### src/rtl/seq_tx_101.sv
// Serial "101"-family pattern transmitter: loads a word over valid/ready and shifts it
// out MSB-first rpt+1 times, with an overlapping "101" reference tracker alongside.
module seq_tx_101 #(
  parameter int WIDTH = 8,
  parameter int CNT_W = 4
) (
  input  logic             clk,
  input  logic             rst,
  input  logic [WIDTH-1:0] data_in,
  input  logic [1:0]       rpt,
  input  logic             load_valid,
  output logic             load_ready,
  output logic             out_seq,
  output logic             out_valid,
  output logic             match_pulse,
  output logic [CNT_W-1:0] match_cnt,
  output logic             busy,
  output logic             done
);

  localparam int PW = (WIDTH > 1) ? $clog2(WIDTH) : 1;
  localparam int RW = $clog2(4 * WIDTH);
  localparam logic [CNT_W-1:0] CNT_MAX = '1;
  localparam logic [PW-1:0]    POS_MSB = PW'(WIDTH - 1);

  typedef enum logic [1:0] {IDLE, SEND, DONE} state_t;
  typedef enum logic [1:0] {T0, T1, T2} trk_t;

  state_t           state;
  trk_t             trk;
  logic [WIDTH-1:0] word;
  logic [PW-1:0]    pos;
  logic [RW-1:0]    remaining;

  logic             next_bit;
  logic [PW-1:0]    pos_cur;
  logic [PW-1:0]    pos_step;
  trk_t             trk_in;
  trk_t             trk_next;
  logic             hit;
  logic [CNT_W-1:0] cnt_base;
  logic [CNT_W-1:0] cnt_next;

  assign load_ready = (state == IDLE);
  assign busy       = (state != IDLE);

  // The bit emitted on an accept edge comes straight from data_in with a fresh tracker and count.
  always_comb begin
    pos_cur  = (state == IDLE) ? POS_MSB : pos;
    pos_step = (pos_cur == '0) ? POS_MSB : pos_cur - 1'b1;
    next_bit = (state == IDLE) ? data_in[WIDTH-1] : word[pos_cur];
    trk_in   = (state == IDLE) ? T0 : trk;
    cnt_base = (state == IDLE) ? '0 : match_cnt;
    hit      = 1'b0;
    trk_next = T0;
    case (trk_in)
      T0: trk_next = next_bit ? T1 : T0;
      T1: trk_next = next_bit ? T1 : T2;
      T2: begin
        trk_next = next_bit ? T1 : T0;
        hit      = next_bit;
      end
      default: trk_next = T0;
    endcase
    cnt_next = (hit && cnt_base != CNT_MAX) ? cnt_base + 1'b1 : cnt_base;
  end

  always_ff @(posedge clk) begin
    if (rst) begin
      state       <= IDLE;
      trk         <= T0;
      word        <= '0;
      pos         <= '0;
      remaining   <= '0;
      out_seq     <= 1'b0;
      out_valid   <= 1'b0;
      match_pulse <= 1'b0;
      match_cnt   <= '0;
      done        <= 1'b0;
    end else begin
      case (state)
        IDLE: begin
          if (load_valid) begin
            state       <= SEND;
            word        <= data_in;
            remaining   <= RW'(WIDTH * (int'(rpt) + 1) - 1);
            pos         <= pos_step;
            out_seq     <= next_bit;
            out_valid   <= 1'b1;
            match_pulse <= hit;
            trk         <= trk_next;
            match_cnt   <= cnt_next;
          end
        end
        SEND: begin
          if (remaining == '0) begin
            state       <= DONE;
            done        <= 1'b1;
            out_seq     <= 1'b0;
            out_valid   <= 1'b0;
            match_pulse <= 1'b0;
          end else begin
            remaining   <= remaining - 1'b1;
            pos         <= pos_step;
            out_seq     <= next_bit;
            match_pulse <= hit;
            trk         <= trk_next;
            match_cnt   <= cnt_next;
          end
        end
        DONE: begin
          state <= IDLE;
          done  <= 1'b0;
        end
        default: state <= IDLE;
      endcase
    end
  end

endmodule

### config.mk
export PLATFORM = sky130hd
export DESIGN_NAME = seq_tx_101
export DESIGN_NICKNAME = d
export VERILOG_FILES = /design/src/rtl/seq_tx_101.sv
export SDC_FILE = /design/constraint.sdc
export NUM_CORES = 1
export LEC_CHECK = 0
export BUFFER_PORTS_ARGS = -buffer_cell sky130_fd_sc_hd__buf_2
export CAP_MARGIN = 30
export CORE_MARGIN = 2
export CORE_UTILIZATION = 40
export DETAILED_ROUTE_END_ITERATION = 8
export PLACE_DENSITY_LB_ADDON = 0.1
export SLEW_MARGIN = 20
export SYNTH_ARGS = -nofsm -noshare
export SYNTH_HDL_FRONTEND = slang
export SYNTH_SLANG_ARGS = --single-unit
### constraint.sdc
create_clock -name clk -period 2.5 [get_ports clk]
set_clock_uncertainty 0.2 [all_clocks]
set_input_delay 0.125 -clock clk [delete_from_list [all_inputs] [get_ports clk]]
set_output_delay 0.125 -clock clk [all_outputs]
set_load 0.005 [all_outputs]
Word level (Yosys, flattened, before mapping). Index checks and enable logic that the tools add are counted.

Bits in registers: 28. Input bits: 13. Output and inout port bits: 10. Word-level logic and storage cells: 77.

$add $sub $neg: 5. $lt $le $gt $ge: 1. Equality and inequality tests: 8. Muxes and demuxes: 38. Reductions and logical operators: 15.

Operators with widths (count): $mux 4 (4); $mux 2 (6); $mux 3 (4); $pmux 2 s2 (3); $mux 1 (11); $mux 5 (2); $pmux 5 s2 (1); $sub 5x1->5 const B (2); $pmux 1 s2 (4); $pmux 4 s2 (1); $reduce_and 2->1 (4); $ne 2x2->1 const B (3); $pmux 3 s2 (1); $reduce_and 3->1 (2); $reduce_bool 2->1 (3); $logic_not 5->1 (1); $add 4x1->4 const B (1); $eq 2x1->1 const B (2); $eq 2x2->1 const B (2); $logic_not 2->1 (2); $lt 3x4->1 const B (1); $ne 4x4->1 const B (1); $bmux 1 s3 (1); $logic_not 3->1 (1); other kinds (4) (4).

Depth between registers and ports, before layout. Gate-level depths: netlist of run 1.

Word-level depth: 10. Gate-level depth with buffers: 9.

Worst setup path before layout of run 1. No wires, ideal clock.

Path type: register to register. From: register state[1]. To: register match_cnt[3]. Arrival: 1739 ps. Data required time: 2184 ps. Setup slack: 446 ps. Stages on the path, launching flop included: 10. Period minus slack after synthesis: 2054 ps. Cells stage by stage: dfxtp_1 > buf_6 > or2_2 > clkbuf_1 > inv_1 > nor2_1 > ha_1 > a211oi_1 > a31oi_1 > a31o_1.

Word-level cells in the longest chain between the ends: 10. Elaborated cells between the ends (all ways): 21. Those cells by class: add/sub (1); eq/ne (5); mux (11); reduce/logical (4).

Ends and longest elaborated chain: from (decl) (RTL line 29) `state_t state;`; from (signal assigned) (RTL line 70) `state <= IDLE;`; from (signal assigned) (RTL line 84) `state <= SEND;`; from (signal assigned) (RTL line 97) `state <= DONE;`; $logic_not 2->1 (*); named net load_ready (RTL line 12) `output logic load_ready,`; $mux 3 (RTL line 49) `pos_cur = (state == IDLE) ? POS_MSB : pos;`; $bmux 1 s3 (RTL line 51) `next_bit = (state == IDLE) ? data_in[WIDTH-1] : word[pos_cur];`; $mux 1 (not written as such) (RTL line 51); $mux 1 (RTL line 51); $mux 1 (RTL line 56) `case (trk_in)`; $logic_and 1x1->1 (RTL line 65) `cnt_next = (hit && cnt_base != CNT_MAX) ? cnt_base + 1'b1 : cnt_base;`; $mux 4 (RTL line 65); $mux 4 (on tied branches) (RTL line 96, 83); $pmux 4 s2 (RTL line 81) `case (state)`; to (signal assigned) (RTL line 92) `match_cnt <= cnt_next;`; to (signal assigned) (RTL line 108) `match_cnt <= cnt_next;`; to (decl) (RTL line 16) `output logic [CNT_W-1:0] match_cnt,`.

The timed path passes the listed nets; every way through them passes the cells marked *. The select of a mux whose other input is x is not followed. A chain may end at the register's enable or synchronous reset.

Final worst setup path of run 1.
From: register pos[2]. To: register match_cnt[2].

Word-level cells in the longest chain between the ends: 9. Elaborated cells between the ends (all ways): 10. Those cells by class: mux (9); reduce/logical (1).

Ends and longest elaborated chain: from (decl) (RTL line 32) `logic [PW-1:0] pos;`; from (signal assigned) (RTL line 87) `pos <= pos_step;`; from (signal assigned) (RTL line 104) `pos <= pos_step;`; $mux 3 (*) (RTL line 49); $bmux 1 s3 (*) (RTL line 51); $mux 1 (not written as such) (*) (RTL line 51); $mux 1 (*) (RTL line 51); $mux 1 (*) (RTL line 56); $logic_and 1x1->1 (*) (RTL line 65); $mux 4 (*) (RTL line 65); $mux 4 (on tied branches) (RTL line 96, 83); $pmux 4 s2 (*) (RTL line 81).

Mark *: on every way between the ends. The rest lies on a longest branch, timed or not. The select of a mux whose other input is x is not followed.

==> results of run 1 <==
==> registers in the layout, indices dropped and copies added (netlist names) <==
name and cells:
remaining 5, match_pulse 1, state 2, word 8, out_valid 1, match_cnt 4, out_seq 1, pos 3
done 1, trk 2
==> cells in the final DEF (no fill, tap or decap), drive strengths merged, types with 4 or more instances in the layout <==
| master | n |
|---|---|
| ha | 4 |
| mux2i | 5 |
| buf | 25 |
| a211oi | 6 |
| nor3 | 4 |
| nor2 | 20 |
| dlygate4sd3 | 11 |
| a21oi | 15 |
| dfxtp | 28 |
| inv | 6 |
| nand2 | 28 |
| o21ai | 4 |
==> cells by family after synthesis <==
kind of cell,synth area share
AOI/OAI and AO/OA,0.198
adders and majority gates,0.0357
xor gates and xnor gates,0.00625
muxes,0.0518
DFF,0.400
buffers and inverters,0.0500
and+or+nand+nor,0.258
==> stage by stage <==
step	area [um^2]	instances	util	setup WS, ps	hold WS (ps)
final	1710	244	0.507	332	26.2
after global routing	1710	244	0.507	168	65.3
after CTS	1710	244	0.507	324	27.4
after detailed placement	1540	229	0.459	356	175
after global placement	1540	229	0.459	422	165
after floorplan	1400	168	-	446	61.0
==> final timing paths <==
check,cells past startpoint,to,startpoint
setup / recovery,4,match_cnt[2],pos[2]
hold / removal,2,out_valid,rst
setup reg to reg,4,match_cnt[2],pos[2]
hold reg to reg,2,word[1],word[1]
==> where the power goes <==
part           switching (mW)  internal [mW]  leakage (nW)
Sequential             0.0444          0.486         0.230
Clock                   0.146          0.162        0.0279
Combinational           0.145          0.117         0.466
Total                   0.336          0.765         0.724
==> synth_stat cells, types with 2 or more instances <==
master	instances
sky130_fd_sc_hd__a211oi_1	5
sky130_fd_sc_hd__a21oi_1	15
sky130_fd_sc_hd__a22o_1	2
sky130_fd_sc_hd__a22oi_1	2
sky130_fd_sc_hd__a311oi_1	2
sky130_fd_sc_hd__a31oi_1	2
sky130_fd_sc_hd__and3_1	2
sky130_fd_sc_hd__buf_2	2
sky130_fd_sc_hd__clkbuf_1	6
sky130_fd_sc_hd__dfxtp_1	28
sky130_fd_sc_hd__ha_1	4
sky130_fd_sc_hd__inv_1	6
sky130_fd_sc_hd__mux2i_1	5
sky130_fd_sc_hd__nand2_1	28
sky130_fd_sc_hd__nand2b_1	2
sky130_fd_sc_hd__nand3b_1	3
sky130_fd_sc_hd__nor2_1	19
sky130_fd_sc_hd__nor3_1	4
sky130_fd_sc_hd__o21ai_0	3
sky130_fd_sc_hd__o21ba_1	3
==> critical path: cells and delay by family, from the launching register on <==
kind	cells	cell delay, ps
muxes	2	780
DFF	1	510
AOI/OAI and AO/OA	1	380
and+or+nand+nor	1	230
==> layout make-up <==
type	count	area, um^2	share of cell area
clock buffers	3	22.5	0.0132
clock inverters	1	30.0	0.0176
inverters	6	22.5	0.0132
multi-input cells	124	771	0.452
flip-flops and latches	28	561	0.328
well taps	46	57.6	0.0337
repair buffers	36	243	0.142
==> routing by layer <==
layer | GRT usage | part of all wire | vias to the layer above
met5 | 0 | 0 | -
met4 | 0.0679 | 0.015 | 0
met3 | 0.0304 | 0.080 | 8
met2 | 0.305 | 0.47 | 54
met1 | 0.236 | 0.44 | 619
li1 | - | - | 648
==> timing repair <==
action                                 4_1_cts  5_1_grt
setup buffers                                0        0
endpoints found under the hold margin       12        0
hold buffers                                11        0
==> run summary, run 1 <==
## Global route
• 0 — antenna violations before repair
• 0 — aggregate global routing overflow
• 0.182 — combined global-route utilization of all metal layers
• 1,271 — vias in the first global route
• 29 — largest net degree at the start of global routing
• 5840 um — global-route wire length before repair

## Place
• 22 — Port Buffers
• 2410 um — half-perimeter wire length of the detailed placement result
• 0.787 — global placement routability congestion

## Layout
• 0.177 — share of post-route cells with drive strength above 1
• 21.8% — Area Growth Syn to Fin
• 0 — antenna diode instance count
• 216 — NumNets Final
• 346 — fill cell total of the finished layout

## Synthesis
• 0 — number of warnings issued by yosys
• 168 — number of instances in the synthesized netlist
• sky130_fd_sc_hd__dfxtp_1 40%, sky130_fd_sc_hd__nand2_1 7.5%, sky130_fd_sc_hd__a21oi_1 5.4%, sky130_fd_sc_hd__nor2_1 5.1%, sky130_fd_sc_hd__ha_1 3.6% — biggest area contributors in the synthesized netlist
• 0 — asr flop ratio synth
• 28 — flip-flop and latch count after synthesis
• 0.400 — area share of the largest cell type after synthesis
• sky130_fd_sc_hd__dfxtp_1 — top flip-flop cell by instance count after synthesis
• 0.400 — sequential element share of the synthesized area
• sky130_fd_sc_hd__dfxtp_1 — most area-hungry cell type in the Yosys netlist
• 185 — Synth Net Count
• 8.34 um^2 — Avg Cell Area, Syn
• 0.00140 mm^2 — Post-Synthesis Cell Area
• 45 — number of distinct library cells after synthesis
• 0 — Post-synth EDFFs

## Setup path
• 7 — critical path peak fanout
• 2250 ps — CP Data Arrival Time
• 2580 ps — CP Data Required Time
• 330 ps — slack of the worst reg-to-reg path
• mux4_2 > a211oi_4 > and3_1 > mux2i_1 — crit path cell chain
• flip-flop — sort of element at the end of the critical path
• reg2reg — critical path class
• sky130_fd_sc_hd__mux4_2 — slowest stage cell, crit path
• 590 ps — CP peak stage delay
• flip-flop — startpoint types

## Timing
• 525 ps — transition time at the pin with the least slew margin
• 0 — final count of negative-setup-slack endpoints
• 0.867 — share of the clock period used by the worst path after layout
• 0 ps — setup TNS
• 0.650 — headroom to the max-slew limit
• false — setup repair after global routing missed its margin
• 0 — max-slew violations
• 0 — final hold violation count
• 2170 ps — clock period minus final worst setup slack
• 461 MHz — Max Clock Freq

## Power
• 0.317 mV — worst vdd ir
• 645 mW/mm^2 — Power Dens Cells
• 1.10 mW — total power
• 0.724 nW — total leakage power

## Floorplan
• 23 — io pins
• 0.00336 mm^2 — Core Box Area
• 63.2 um — Die X
• 0.00399 mm^2 — DIE AREA
• 21 — Rows
• 63.2 um — height of the die
• 0.417 — initial core utilization

## Clock network
• 350 ps — worst skew pair latency
• yes — TritonCTS clock tree
• 160 ps — Worst-path clk slew
• 3 — number of buffers created by CTS
• 0 — PostCTS Resize Cnt
• sky130_fd_sc_hd__clkbuf_4 — Clock Root Buffer
• 2 — deepest clock path buffer count
• 1 — H-tree level count
• 28 — sinks on the clock net

## Detailed routing
• 1,329 — vias after detailed routing
• 0 — number of nets with antenna violations after routing
• 3450 um — final wirelength
• 0 — total DRC errors in the routed layout
• 91 — First DRT Iteration DRCs
• 14.1 um — average wire per standard cell
• 5.45 — vias per inst
• 6 — detailed-router iteration count before antenna repair

## Status
• completed — result of the run

## Hold path
• in2reg — Hold Path Class

## Run
• 0 — max capacitance violation total

Note: power is estimated with default switching activity, not from simulation.
==> inputs of run 2 (changes only) <==
Settings changed: CELL_PAD_IN_SITES_DETAIL_PLACEMENT set to 1, CELL_PAD_IN_SITES_GLOBAL_PLACEMENT set to 1, RECOVER_POWER set to 100.
==> run summary, run 2 (synthesis gave the netlist of run 1 again) <==
## Place
• 351 ps — worst slack at placement
• 0.772 — global placement routability congestion
• 2800 um — half-perimeter wire length of the detailed placement result
• 22 — Port Buffers

## Layout
• 0 — antenna diode instance count
• word (8), remaining (5), match_cnt (4) — largest registers in the final layout
• word — register containing the most flip-flops in the final layout
• 8 — flip-flop count of the largest register after layout
• 28 x sky130_fd_sc_hd__nand2_1, 28 x sky130_fd_sc_hd__dfxtp_1, 19 x sky130_fd_sc_hd__nor2_1, 19 x sky130_fd_sc_hd__buf_2, 15 x sky130_fd_sc_hd__a21oi_1 — leading cell types in the layout, fill and taps excluded
• 217 — NumNets Final
• 20.5% — Area Growth Syn to Fin
• 0.151 — share of post-route cells with drive strength above 1

## Power
• 0.305 — share of total power consumed by net switching
• 0.364 mV — worst vdd ir
• 1.09 mW — total power
• 0.706 nW — total leakage power
• 0.279 — part of the total power dissipated in the clock network
• 648 mW/mm^2 — Power Dens Cells
• 0.239 — Combinational Power Share
• 0.334 mW — NetSw
• 0.482 — sequential group share of total power
• 0.760 mW — internal power contribution

## Floorplan
• 21 — Rows
• 0.417 — initial core utilization
• 0.00399 mm^2 — DIE AREA
• 63.2 um — height of the die
• 23 — io pins
• 63.2 um — Die X
• 0.00336 mm^2 — Core Box Area

## Clock network
• 340 ps — worst skew pair latency
• yes — TritonCTS clock tree
• sky130_fd_sc_hd__clkbuf_4 — Clock Root Buffer
• 160 ps — Worst-path clk slew
• 0 — PostCTS Resize Cnt
• 0 — number of buffers inserted to repair setup after CTS
• 1 — H-tree level count
• 28 — sinks on the clock net
• 2 — deepest clock path buffer count
• 3 — number of buffers created by CTS

## Timing
• 36.2 ps — worst hold slack
• 0 — final hold violation count
• 0.904 — share of the clock period used by the worst path after layout
• false — setup repair after global routing missed its margin
• 0 ps — setup TNS
• 0 — final count of negative-setup-slack endpoints
• 443 MHz — Max Clock Freq
• 0 — max-slew violations
• 241 ps — post-route worst setup slack
• 612 ps — transition time at the pin with the least slew margin
• 2260 ps — clock period minus final worst setup slack
• 0.592 — headroom to the max-slew limit

## Setup path
• sky130_fd_sc_hd__mux4_2 — slowest stage cell, crit path
• 2340 ps — CP Data Arrival Time
• o21ba_1 > mux4_2 > a211oi_2 > and3_1 > mux2i_1 — crit path cell chain
• 10 — critical path peak fanout
• 5 — Worst Reg-to-Reg Cells
• reg2reg — critical path class
• 480 ps — CP peak stage delay
• 2580 ps — CP Data Required Time
• flip-flop — startpoint types
• flip-flop — sort of element at the end of the critical path

## Global route
• 0.211 — combined global-route utilization of all metal layers
• 0 — antenna violations before repair
• 1,382 — vias in the first global route
• 0 — aggregate global routing overflow
• 29 — largest net degree at the start of global routing
• 6680 um — global-route wire length before repair

## Detailed routing
• 75 — First DRT Iteration DRCs
• 1,325 — vias after detailed routing
• 3900 um — final wirelength
• 4 — detailed-router iteration count before antenna repair
• 15.9 um — average wire per standard cell
• 0 — total DRC errors in the routed layout
• 5.41 — vias per inst
• 0 — number of nets with antenna violations after routing

## Hold path
• in2reg — Hold Path Class
• 2 — Hold Crit Depth

## Run
• 0 — max capacitance violation total

## Status
• completed — result of the run

==> run 2: cell types whose count changed in the layout (fill, tap and decap cells not counted), sizes merged <==
cell and delta:
buf -4, clkbuf +5
==> run 2: area by class of cell <==
| cell class | instances | area (um^2) |
|---|---|---|
| Timing Repair Buffer | 37 | 239 |
| Multi-Input combinational cell | 124 | 757 |
| Sequential cell | 28 | 561 |
| Clock buffer | 3 | 22.5 |
| Clock inverter | 1 | 30.0 |
| Inverter | 6 | 22.5 |
| Fill cell | 448 | 1670 |
| Tap cell | 46 | 57.6 |
==> run 2: through the flow <==
stage          utilization  std cells  area, um^2
2_1_floorplan            -        168        1400
3_3_place_gp         0.461        230        1550
3_5_place_dp         0.461        230        1550
4_1_cts              0.510        245        1710
5_1_grt              0.502        245        1690
6_report             0.502        245        1690
==> run 2: routing by layer <==
layer | part of all wire | routed length (um) | track usage
met5 | 0 | 0 | 0
met4 | 0.0059 | 23 | 0.0326
met3 | 0.019 | 74 | 0.0214
met2 | 0.50 | 1940 | 0.379
met1 | 0.48 | 1860 | 0.278
==> run 2: worst max-delay path, delay by kind of cell (launching register included) <==
family | cells | cell delay, ps
compound gates | 2 | 670
mux | 2 | 660
simple gates | 1 | 240
flops | 1 | 420
==> run 2: final timing paths <==
| kind | start | endpoint | slack [ps] |
|---|---|---|---|
| setup / recovery | state[1] | match_cnt[2] | 240 |
| hold / removal | rst | match_pulse | 40 |
| setup reg to reg | state[1] | match_cnt[2] | 240 |
| hold reg to reg | word[1] | word[1] | 280 |
==> run 2: power groups by stage <==
stage               sequential [mW]  combinational, mW  clock (mW)
floorplan                     0.523              0.185           0
global placement              0.536              0.243           0
detailed placement            0.540              0.255           0
CTS                           0.530              0.271       0.316
global route                  0.535              0.292       0.330
finish                        0.527              0.262       0.305
==> run 2: timing repair <==
action | CTS | global route
hold buffers | 11 | 0
setup endpoints to repair | 0 | 0
endpoints found under the hold margin | 12 | 0
==> inputs of run 3 (changes only) <==
Settings changed: MAX_ROUTING_LAYER set to met4.
==> run summary, run 3 (synthesis gave the netlist of run 1 again) <==
## Power
• 0.481 — sequential group share of total power
• 0.239 — Combinational Power Share
• 0.306 — share of total power consumed by net switching
• 649 mW/mm^2 — Power Dens Cells
• 0.279 — part of the total power dissipated in the clock network
• 0.335 mW — NetSw
• 0.366 mV — worst vdd ir
• 0.706 nW — total leakage power
• 0.760 mW — internal power contribution

## Detailed routing
• 0 — total DRC errors in the routed layout
• 5.44 — vias per inst
• 75 — First DRT Iteration DRCs
• 3910 um — final wirelength
• 15.9 um — average wire per standard cell
• 1,333 — vias after detailed routing
• 0 — number of nets with antenna violations after routing
• 4 — detailed-router iteration count before antenna repair

## Timing
• 0 ps — setup TNS
• 0 — final hold violation count
• 442 MHz — Max Clock Freq
• 0.591 — headroom to the max-slew limit
• 0.905 — share of the clock period used by the worst path after layout
• 0 — final count of negative-setup-slack endpoints
• false — setup repair after global routing missed its margin
• 0 — max-slew violations
• 2260 ps — clock period minus final worst setup slack
• 614 ps — transition time at the pin with the least slew margin
• 36.1 ps — worst hold slack

## Clock network
• yes — TritonCTS clock tree
• 28 — sinks on the clock net
• 340 ps — worst skew pair latency
• 0 — number of buffers inserted to repair setup after CTS
• 160 ps — Worst-path clk slew
• 1 — H-tree level count
• 11 — number of hold buffers added after CTS
• 2 — deepest clock path buffer count
• 0 — PostCTS Resize Cnt
• 3 — number of buffers created by CTS
• sky130_fd_sc_hd__clkbuf_4 — Clock Root Buffer

## Place
• 2800 um — half-perimeter wire length of the detailed placement result
• 0.782 — global placement routability congestion
• 22 — Port Buffers

## Setup path
• o21ba_1 > mux4_2 > a211oi_2 > and3_1 > mux2i_1 — crit path cell chain
• 2580 ps — CP Data Required Time
• match_cnt[2] — destination of the critical timing path
• 480 ps — CP peak stage delay
• state[1] — launch point of the worst reg-to-reg path
• 5 — Worst Reg-to-Reg Cells
• match_cnt[2] — endpoint of the worst register-to-register path
• sky130_fd_sc_hd__mux4_2 — slowest stage cell, crit path
• flip-flop — startpoint types
• 240 ps — slack of the worst reg-to-reg path
• 2340 ps — CP Data Arrival Time
• state[1] — crit path launch
• flip-flop — sort of element at the end of the critical path
• reg2reg — critical path class
• 10 — critical path peak fanout

## Global route
• 0.217 — combined global-route utilization of all metal layers
• 1,381 — vias in the first global route
• 0 — antenna violations before repair
• 0 — aggregate global routing overflow
• 29 — largest net degree at the start of global routing
• 6680 um — global-route wire length before repair

## Floorplan
• 21 — Rows
• 63.2 um — Die X
• 0.417 — initial core utilization
• 0.00399 mm^2 — DIE AREA
• 63.2 um — height of the die
• 0.00336 mm^2 — Core Box Area
• 23 — io pins

## Layout
• 217 — NumNets Final
• 20.5% — Area Growth Syn to Fin
• word (8), remaining (5), match_cnt (4) — largest registers in the final layout
• 28 x sky130_fd_sc_hd__nand2_1, 28 x sky130_fd_sc_hd__dfxtp_1, 19 x sky130_fd_sc_hd__nor2_1, 19 x sky130_fd_sc_hd__buf_2, 15 x sky130_fd_sc_hd__a21oi_1 — leading cell types in the layout, fill and taps excluded
• 0 — antenna diode instance count
• 8 — flip-flop count of the largest register after layout
• word — register containing the most flip-flops in the final layout
• 0.151 — share of post-route cells with drive strength above 1

## Hold path
• rst — hold wc startpoint
• in2reg — Hold Path Class

## Status
• completed — result of the run

## Run
• 0 — max capacitance violation total

-- run 3: power groups by stage --
| stage | Sequential (mW) | Combinational, mW | Clock [mW] |
|---|---|---|---|
| after floorplan | 0.523 | 0.185 | 0 |
| after global placement | 0.536 | 0.243 | 0 |
| after detailed placement | 0.540 | 0.255 | 0 |
| after CTS | 0.530 | 0.271 | 0.316 |
| after global routing | 0.535 | 0.292 | 0.330 |
| final | 0.527 | 0.262 | 0.306 |
-- run 3: worst min-delay path by stage --
stage,end,slack (ps),cells after the start
final,match_pulse,40,2
after global routing,match_pulse,50,2
after CTS,match_pulse,20,2
after detailed placement,word[0],170,3
after floorplan,word[2],60,2
after global placement,word[4],160,3
-- run 3: stage by stage --
| step | worst slack, ps | power (mW) | instance area [um^2] | utilization | cells |
|---|---|---|---|---|---|
| 2_1_floorplan | 446 | 0.707 | 1400 | - | 168 |
| 3_3_place_gp | 420 | 0.779 | 1550 | 0.461 | 230 |
| 3_5_place_dp | 351 | 0.795 | 1550 | 0.461 | 230 |
| 4_1_cts | 312 | 1.12 | 1710 | 0.510 | 245 |
| 5_1_grt | 121 | 1.16 | 1690 | 0.502 | 245 |
| 6_report | 237 | 1.10 | 1690 | 0.502 | 245 |
-- run 3: layout make-up --
cell class	count	area (um^2)
fillers	448	1670
multi-input cells	124	757
flip-flops and latches	28	561
repair buffers	37	239
well taps	46	57.6
clock inverters	1	30.0
clock buffers	3	22.5
inverters	6	22.5
-- run 3: worst max-delay path: cells and delay by family, from the launching register on --
kind,cells,cell delay [ps]
flip-flops,1,420
multiplexers,2,660
AND/OR/NAND/NOR,1,240
AO/OA/AOI/OAI,2,680
-- run 3: metal layers --
metal  GRT usage  vias up  share of wire
met4      0.0326        0         0.0061
met2       0.379       20           0.50
li1            -      658              -
met3      0.0214        5          0.020
met5           -        -              0
met1       0.278      650           0.48
